### src/rtl/winner_finder_if.sv
// -----------------------------------------------------------------------------
// Module     : winner_finder_if
// Description: Request/result bundle for the four-candidate vote scanner.
// Revision   : 1.0 - initial release
// -----------------------------------------------------------------------------
`default_nettype none

interface winner_finder_if;
  logic       start;
  logic [3:0] count0;
  logic [3:0] count1;
  logic [3:0] count2;
  logic [3:0] count3;
  logic       busy;
  logic       done;
  logic [1:0] winner;
  logic [3:0] max_votes;
  logic       tie;

  modport master (
    output start, count0, count1, count2, count3,
    input  busy, done, winner, max_votes, tie
  );

  modport slave (
    input  start, count0, count1, count2, count3,
    output busy, done, winner, max_votes, tie
  );
endinterface

`default_nettype wire

### src/rtl/winner_finder.sv
// -----------------------------------------------------------------------------
// Module     : winner_finder
// Description: Snapshots four vote counts and scans them one per cycle to find
//              the highest count, its lowest index, and whether it is tied.
// Revision   : 1.0 - initial release
// -----------------------------------------------------------------------------
`default_nettype none

module winner_finder (
  input  wire logic       clk,
  input  wire logic       rst_n,
  winner_finder_if.slave  bus
);

  typedef enum logic [1:0] {
    IDLE = 2'd0,
    SCAN = 2'd1,
    DONE = 2'd2
  } state_t;

  state_t     r_state;
  state_t     w_state_next;

  logic [3:0] r_snap [4];
  logic [1:0] r_idx;
  logic [1:0] r_winner;
  logic [3:0] r_max_votes;
  logic       r_tie;
  logic       r_busy;
  logic       r_done;

  logic       w_load;
  logic [3:0] w_snap_cur;
  logic       w_gt;
  logic       w_eq;

  // State register
  always_ff @(posedge clk or negedge rst_n) begin
    if (!rst_n) begin
      r_state <= IDLE;
    end else begin
      r_state <= w_state_next;
    end
  end

  // Next-state logic; start is only looked at while idle
  always_comb begin
    w_state_next = r_state;
    w_load       = 1'b0;
    case (r_state)
      IDLE: begin
        if (bus.start) begin
          w_state_next = SCAN;
          w_load       = 1'b1;
        end
      end
      SCAN: begin
        if (r_idx == 2'd3) begin
          w_state_next = DONE;
        end
      end
      DONE: begin
        w_state_next = IDLE;
      end
      default: begin
        w_state_next = IDLE;
      end
    endcase
  end

  always_comb begin
    w_snap_cur = r_snap[r_idx];
    w_gt       = (w_snap_cur >  r_max_votes);
    w_eq       = (w_snap_cur == r_max_votes);
  end

  // Datapath and registered outputs; busy/done are decoded from the next state
  // so they line up with the state they describe without a combinational path.
  always_ff @(posedge clk or negedge rst_n) begin
    if (!rst_n) begin
      for (int i = 0; i < 4; i++) begin
        r_snap[i] <= 4'd0;
      end
      r_idx       <= 2'd0;
      r_winner    <= 2'd0;
      r_max_votes <= 4'd0;
      r_tie       <= 1'b0;
      r_busy      <= 1'b0;
      r_done      <= 1'b0;
    end else begin
      r_busy <= (w_state_next != IDLE);
      r_done <= (w_state_next == DONE);
      if (w_load) begin
        r_snap[0]   <= bus.count0;
        r_snap[1]   <= bus.count1;
        r_snap[2]   <= bus.count2;
        r_snap[3]   <= bus.count3;
        r_max_votes <= bus.count0;
        r_winner    <= 2'd0;
        r_tie       <= 1'b0;
        r_idx       <= 2'd1;
      end else if (r_state == SCAN) begin
        // Strictly-greater replaces, so the lowest index keeps a tie
        if (w_gt) begin
          r_max_votes <= w_snap_cur;
          r_winner    <= r_idx;
          r_tie       <= 1'b0;
        end else if (w_eq) begin
          r_tie <= 1'b1;
        end
        r_idx <= r_idx + 2'd1;
      end
    end
  end

  assign bus.busy      = r_busy;
  assign bus.done      = r_done;
  assign bus.winner    = r_winner;
  assign bus.max_votes = r_max_votes;
  assign bus.tie       = r_tie;

endmodule

`default_nettype wire

### src/flat_wrapper.sv
// flat-port wrapper written by rule: the top's interface ports become plain ports
module winner_finder_flat 
  (clk, rst_n, bus_start, bus_count0, bus_count1, bus_count2, bus_count3, bus_busy, bus_done, bus_winner, bus_max_votes, bus_tie);
  winner_finder_if bus_i ();
  input  wire logic clk;
  input  wire logic rst_n;
  input wire logic [$bits(bus_i.start)-1:0] bus_start;
  input wire logic [$bits(bus_i.count0)-1:0] bus_count0;
  input wire logic [$bits(bus_i.count1)-1:0] bus_count1;
  input wire logic [$bits(bus_i.count2)-1:0] bus_count2;
  input wire logic [$bits(bus_i.count3)-1:0] bus_count3;
  output wire logic [$bits(bus_i.busy)-1:0] bus_busy;
  output wire logic [$bits(bus_i.done)-1:0] bus_done;
  output wire logic [$bits(bus_i.winner)-1:0] bus_winner;
  output wire logic [$bits(bus_i.max_votes)-1:0] bus_max_votes;
  output wire logic [$bits(bus_i.tie)-1:0] bus_tie;
  assign bus_i.start = bus_start;
  assign bus_i.count0 = bus_count0;
  assign bus_i.count1 = bus_count1;
  assign bus_i.count2 = bus_count2;
  assign bus_i.count3 = bus_count3;
  assign bus_busy = bus_i.busy;
  assign bus_done = bus_i.done;
  assign bus_winner = bus_i.winner;
  assign bus_max_votes = bus_i.max_votes;
  assign bus_tie = bus_i.tie;
  winner_finder u_core (.clk(clk), .rst_n(rst_n), .bus(bus_i));
endmodule
### config.mk
export PLATFORM = sky130hd
export DESIGN_NAME = winner_finder_flat
export DESIGN_NICKNAME = d
export VERILOG_FILES = /design/src/rtl/winner_finder_if.sv /design/src/rtl/winner_finder.sv /design/src/flat_wrapper.sv
export SDC_FILE = /design/constraint.sdc
export NUM_CORES = 1
export LEC_CHECK = 0
export CORE_UTILIZATION = 54
export CTS_CLUSTER_DIAMETER = 150
export DETAILED_ROUTE_END_ITERATION = 6
export GPL_TIMING_DRIVEN = 0
export PLACE_DENSITY = 0.83
export SLEW_MARGIN = 40
export SYNTH_ARGS = -nofsm -noshare
export SYNTH_HDL_FRONTEND = slang
export SYNTH_SLANG_ARGS = --single-unit
### constraint.sdc
create_clock -name clk -period 6.21 [get_ports clk]
set_input_delay 0.621 -clock clk [delete_from_list [all_inputs] [get_ports clk]]
set_output_delay 0.621 -clock clk [all_outputs]
set_load 0.01 [all_outputs]
After elaboration in Yosys (flattened, before gate mapping)
Index checks and enable logic that the tools add are counted.
- bits in registers: 29
- bits of input ports: 19
- output and inout bits: 9
- word-level logic and storage cells: 46
- add/sub/neg operators: 1
- magnitude comparators: 2
- equality and inequality tests: 4
- mux-type cells: 20
- bitwise gates (word level): 1
- reductions and logical operators: 7
- operator list (cell ; number):
    4-bit two-way mux ; 5
    2-bit two-way mux ; 7
    4-bit binary-select mux with 2-bit select ; 1
    1-bit two-way mux ; 6
    2-bit nonzero test ; 3
    2-bit == test (second input constant) ; 2
    4-bit == test ; 1
    4-bit > comparator ; 1
    2-bit case mux with 2 select lines ; 1
    2-bit AND reduction ; 2
    3-bit greater-or-equal comparator (second input constant) ; 1
    2-bit inverter with 3-bit output ; 1
    3-bit nonzero test ; 1
    2-bit by 1-bit adder with 2-bit output (second input constant) ; 1
    2-bit by 1-bit == test with 1-bit output (second input constant) ; 1
    2-bit logical NOT ; 1

Depth between registers and ports, before layout
- depth after elaboration: 9
- gate-level depth with buffers: 9
- mapped depth without buffers: 8

Worst setup path after synthesis
No wires, ideal clock.
- kind: reg-to-reg
- from: register u_core.r_idx[0]
- to: register u_core.r_max_votes[0] (netlist: u_core.bus.max_votes[0])
- setup time: 0.125 ns
- arrival: 2.238 ns
- data required time: 6.085 ns
- setup slack: 3.847 ns
- cell stages (with the launch flop): 9
- buffers on the path: 1
- clock period less this slack: 2.363 ns
- path through: dfrtp_1 buf_6 mux4_2 ha_1 nor2b_1 o211ai_1 a21boi_1 o21a_4 mux2_4
- word-level cells in the longest chain between the ends: 7
- elaborated cells between the ends (all ways): 10
- those cells by class: order compare: 1; mux: 6; bitwise: 1; reduce/logical: 2
- ends and longest elaborated chain (element ; RTL line ; RTL):
    start: declaration ; winner_finder.sv:25 ; logic [1:0] r_idx;
    start signal: assignment ; winner_finder.sv:111 ; r_idx <= r_idx + 2'd1;
    2-bit inverter with 3-bit output (not written as such) * ; winner_finder.sv:72 ; w_snap_cur = r_snap[r_idx];
    4-bit binary-select mux with 2-bit select * ; winner_finder.sv:72 ;
    4-bit two-way mux (not written as such) * (2 in a row) ; winner_finder.sv:72 ;
    4-bit > comparator / 4-bit two-way mux (equally long branches) ; winner_finder.sv:73, winner_finder.sv:104 ;
    2-bit nonzero test (no line) / 4-bit two-way mux (equally long branches) ; -- ;
    2-bit AND reduction (no line) / 4-bit two-way mux (equally long branches) ; -- ;
    end signal: assignment ; winner_finder.sv:98 ; r_max_votes <= bus.count0;
    end signal: assignment ; winner_finder.sv:105 ; r_max_votes <= w_snap_cur;
    end: declaration ; winner_finder.sv:27 ; logic [3:0] r_max_votes;
Every way passes the cells marked *; elsewhere a longest branch is shown, timed or not. The select of a mux whose other input is x is not followed.
A chain may end at the register's enable or synchronous reset.

Worst setup path in the final report
- from: register u_core.r_idx[0]
- to: register u_core.r_max_votes[3] (netlist: u_core.bus.max_votes[3])
Same word-level chain as after synthesis.

==> impl_metrics.tcl <==
set metrics [dict create \
    headroom_to_the_max_slew_limit_pct 57.9 \
    globalRouteMet2Util_pct 39.2 \
    internal-power_uw 662 \
    path_class "flop to flop" \
    worst_skew_pair.late_latency_ps 330 \
    critical_path.max_stage_delay_ps 520 \
    post_route_ant_nets 0 \
    critical_path_required_ps 6430 \
    synth_async_sr_flop_share_pct 100 \
    fin_setup_tns_ps 0 \
    critical_path.cell_chain "buf_6, mux4_2, ha_1, nor2b_1, o211ai_1, a21boi_1, o21a_4, mux2_4" \
    global_route.usage.met1_pct 29.5 \
    hold_class "input pin to asynchronous set/reset pin" \
    die-area_sq_mm 0.00277 \
    diodes 0 \
    area_delta_synth_final_pct 26.8 \
    synth_top_area_share_pct 52.4 \
    cts.sinks 29 \
    wl_per_cell_um 14.0 \
    share_clk_of_total_power_pct 12.1 \
    place.detailed.hpwl_um 2030 \
    groute.layer.met3.usage_pct 7.83 \
    synth.lib_cells_used.distinct 24 \
    rsz0062_at_grt "false" \
    initialDrtViolationCount 23 \
    worst_setup_path_startpoint "u_core.r_idx[0]$_DFFE_PN0P_" \
    antenna_found_initial 0 \
    total_switching_power_uw 423 \
    syn_nets 157 \
    final_period_minus_worst_setup_slack_ps 2560 \
    fp.dieW_um 52.6 \
    crit_path_top_delay_cell "sky130_fd_sc_hd__mux4_2" \
    clock_tree_from_tritoncts "yes" \
    synth-edff-count 0 \
    power_dens_cells_mw_per_mm2 619 \
    power.ir.vdd_worst_mv 0.393 \
    globalRouteTotalUtil_pct 24.5 \
    timing.final.setup_violations 0 \
    die_height_um 52.6 \
    drt-total-wl_um 2750 \
    period_share_pct 41.2 \
    drc 0 \
    start_kind "flop" \
    postSynth.topFlopCell "sky130_fd_sc_hd__dfrtp_1" \
    synthCells 133 \
    critical_path.top_delay_family "multiplexers" \
    cts_hold_repair.buffers 0 \
    cts-resized-gates 0 \
    pre_cts_slack_ps 3670 \
    detail_route.vias_per_cell 5.33 \
    measured_slew_at_the_worst_slew_check_pin_ps 632 \
    finalHoldViolations 0 \
    initial_core_util_pct 59.7 \
    final_nets 191 \
    sequentialPowerShare_pct 32.0 \
    post-cts-setup-buffers 0 \
    wire_length_of_the_first_global_routing_pass_um 4650 \
    rows 17 \
    fmax_mhz 391 \
    htree_num_levels 2 \
    clockBufferDepth 2 \
    cts_buffers 5 \
    grt_overflow 0 \
    largest_net_degree_at_the_start_of_global_routing 30 \
    number_of_iterations_in_the_first_detailed_routing_pass 4 \
    grt_busiest_layer "met2" \
    drv_cap 0 \
    count_of_yosys_warnings_during_synthesis 0 \
    final_max_slew_viol_count 0 \
    gp_congestion 0.795 \
    rr_startpoint "u_core.r_idx[0]$_DFFE_PN0P_" \
    portBuffers 27 \
    grt_pass1_vias 1016 \
    worst_slack_ps 3650 \
    p_leak_uw 0.000868 \
    clk_root_buffer_cell "sky130_fd_sc_hd__clkbuf_4" \
    netlist_top_cells_area "sky130_fd_sc_hd__dfrtp_1 (52%), sky130_fd_sc_hd__nand2_1 (15%), sky130_fd_sc_hd__mux4_2 (6.5%)" \
    synthesis.area_per_instance_sq_um 10.4 \
    critical_path.max_fanout 6 \
    status "completed" \
    end_kind "flop" \
    cp.buffers_inverters 1 \
    clk_pin_slew_worst_paths_ps 100 \
    p_total_uw 1090 \
    core_sq_mm 0.00232 \
    synth.ff_latch_count 29 \
    critical_path_arrival_ps 2780 \
    synth-seq-area-share_pct 52.4 \
    fin_worst_skew_ps 13.2 \
    post_route_cells_drive_above_1_share_pct 15.5 \
    power.share.switching_pct 39.0 \
    pin_count 28 \
    yosys.area.top_type "sky130_fd_sc_hd__dfrtp_1" \
    comb_power_share_pct 56.0 \
    netlist_area_sq_mm 0.00138 \
    vias 1045 \
]
[cell usage in the layout (no fill, tap or decap), types with 3 or more instances in the layout]
master	count
sky130_fd_sc_hd__ha_1	5
sky130_fd_sc_hd__clkbuf_4	5
sky130_fd_sc_hd__dfrtp_1	29
sky130_fd_sc_hd__buf_2	3
sky130_fd_sc_hd__mux2_4	4
sky130_fd_sc_hd__nor2_1	5
sky130_fd_sc_hd__clkdlybuf4s50_1	26
sky130_fd_sc_hd__nand4_1	3
sky130_fd_sc_hd__nand2_1	55
sky130_fd_sc_hd__mux4_2	4
sky130_fd_sc_hd__a21oi_1	3
sky130_fd_sc_hd__and2_1	3
sky130_fd_sc_hd__inv_1	5
[flip-flops by register name, summed over array words and instances, names as in the netlist]
| signal | flops |
|---|---|
| u_core.r_idx | 2 |
| u_core.bus.done | 1 |
| u_core.r_state | 2 |
| u_core.r_snap | 16 |
| u_core.bus.busy | 1 |
| u_core.bus.max_votes | 4 |
| u_core.bus.tie | 1 |
| u_core.bus.winner | 2 |
[power by group through the flow]
stage,logic (uW),clock network (uW),registers (uW)
6_report,608,131,347
5_1_grt,683,143,357
4_1_cts,613,136,346
3_5_place_dp,609,0,350
3_3_place_gp,581,0,344
2_1_floorplan,444,0,345
[layout make-up]
type	count	area [sq um]
sequential	29	726
multi-input combinational	93	599
fill	154	564
timing repair buffer	27	265
clock buffer	7	65.1
tap	28	35.0
buffer	4	32.5
inverter	7	26.3
clock inverter	1	5.00
[synth_stat cells, types with 3 or more instances]
cell                      number
sky130_fd_sc_hd__a21oi_1       3
sky130_fd_sc_hd__dfrtp_1      29
sky130_fd_sc_hd__mux2_4        4
sky130_fd_sc_hd__and2_1        3
sky130_fd_sc_hd__nor2_1        5
sky130_fd_sc_hd__nand2_1      55
sky130_fd_sc_hd__mux4_2        4
sky130_fd_sc_hd__ha_1          5
sky130_fd_sc_hd__inv_1         5
sky130_fd_sc_hd__nand4_1       3
[per-stage QoR]
step,area (sq um),utilization (%),hold WS (ps),std cells
after CTS,1750,75.7,308,196
after global routing,1750,75.7,329,196
after detailed placement,1680,72.6,460,188
after global placement,1690,72.9,453,188
after floorplan,1380,-,325,133
final,1750,75.7,299,196
[layer usage]
metal / wire, um / part of all wire [%]
met1: 1190 / 43
met2: 1400 / 51
met3: 126 / 4.6
met4: 36 / 1.3
met5: 0 / 0
[kinds of logic after synthesis]
logic type / Yosys count / share of synthesized area, %
and+or+nand+nor: 69 / 21.2
DFF: 29 / 52.4
AOI/OAI and AO/OA: 11 / 6.69
buffers and inverters: 11 / 4.25
muxes: 8 / 10.9
adders and majority gates: 5 / 4.52
[path summary, 6_finish.rpt]
check	endpoint	slack, ps	depth (start not counted)
worst min register to register	u_core.r_snap[4]$_DFFE_PN0P_	480	2
worst max register to register	u_core.bus.max_votes[3]$_DFFE_PN0P_	3650	8
worst max-delay path	u_core.bus.max_votes[3]$_DFFE_PN0P_	3650	8
max in group asynchronous	u_core.r_idx[1]$_DFFE_PN0P_	5490	1
worst min-delay path	u_core.bus.winner[0]$_DFFE_PN0P_	300	1
min in group clk	u_core.r_snap[4]$_DFFE_PN0P_	480	2
Power figures use the tool's default switching activity.
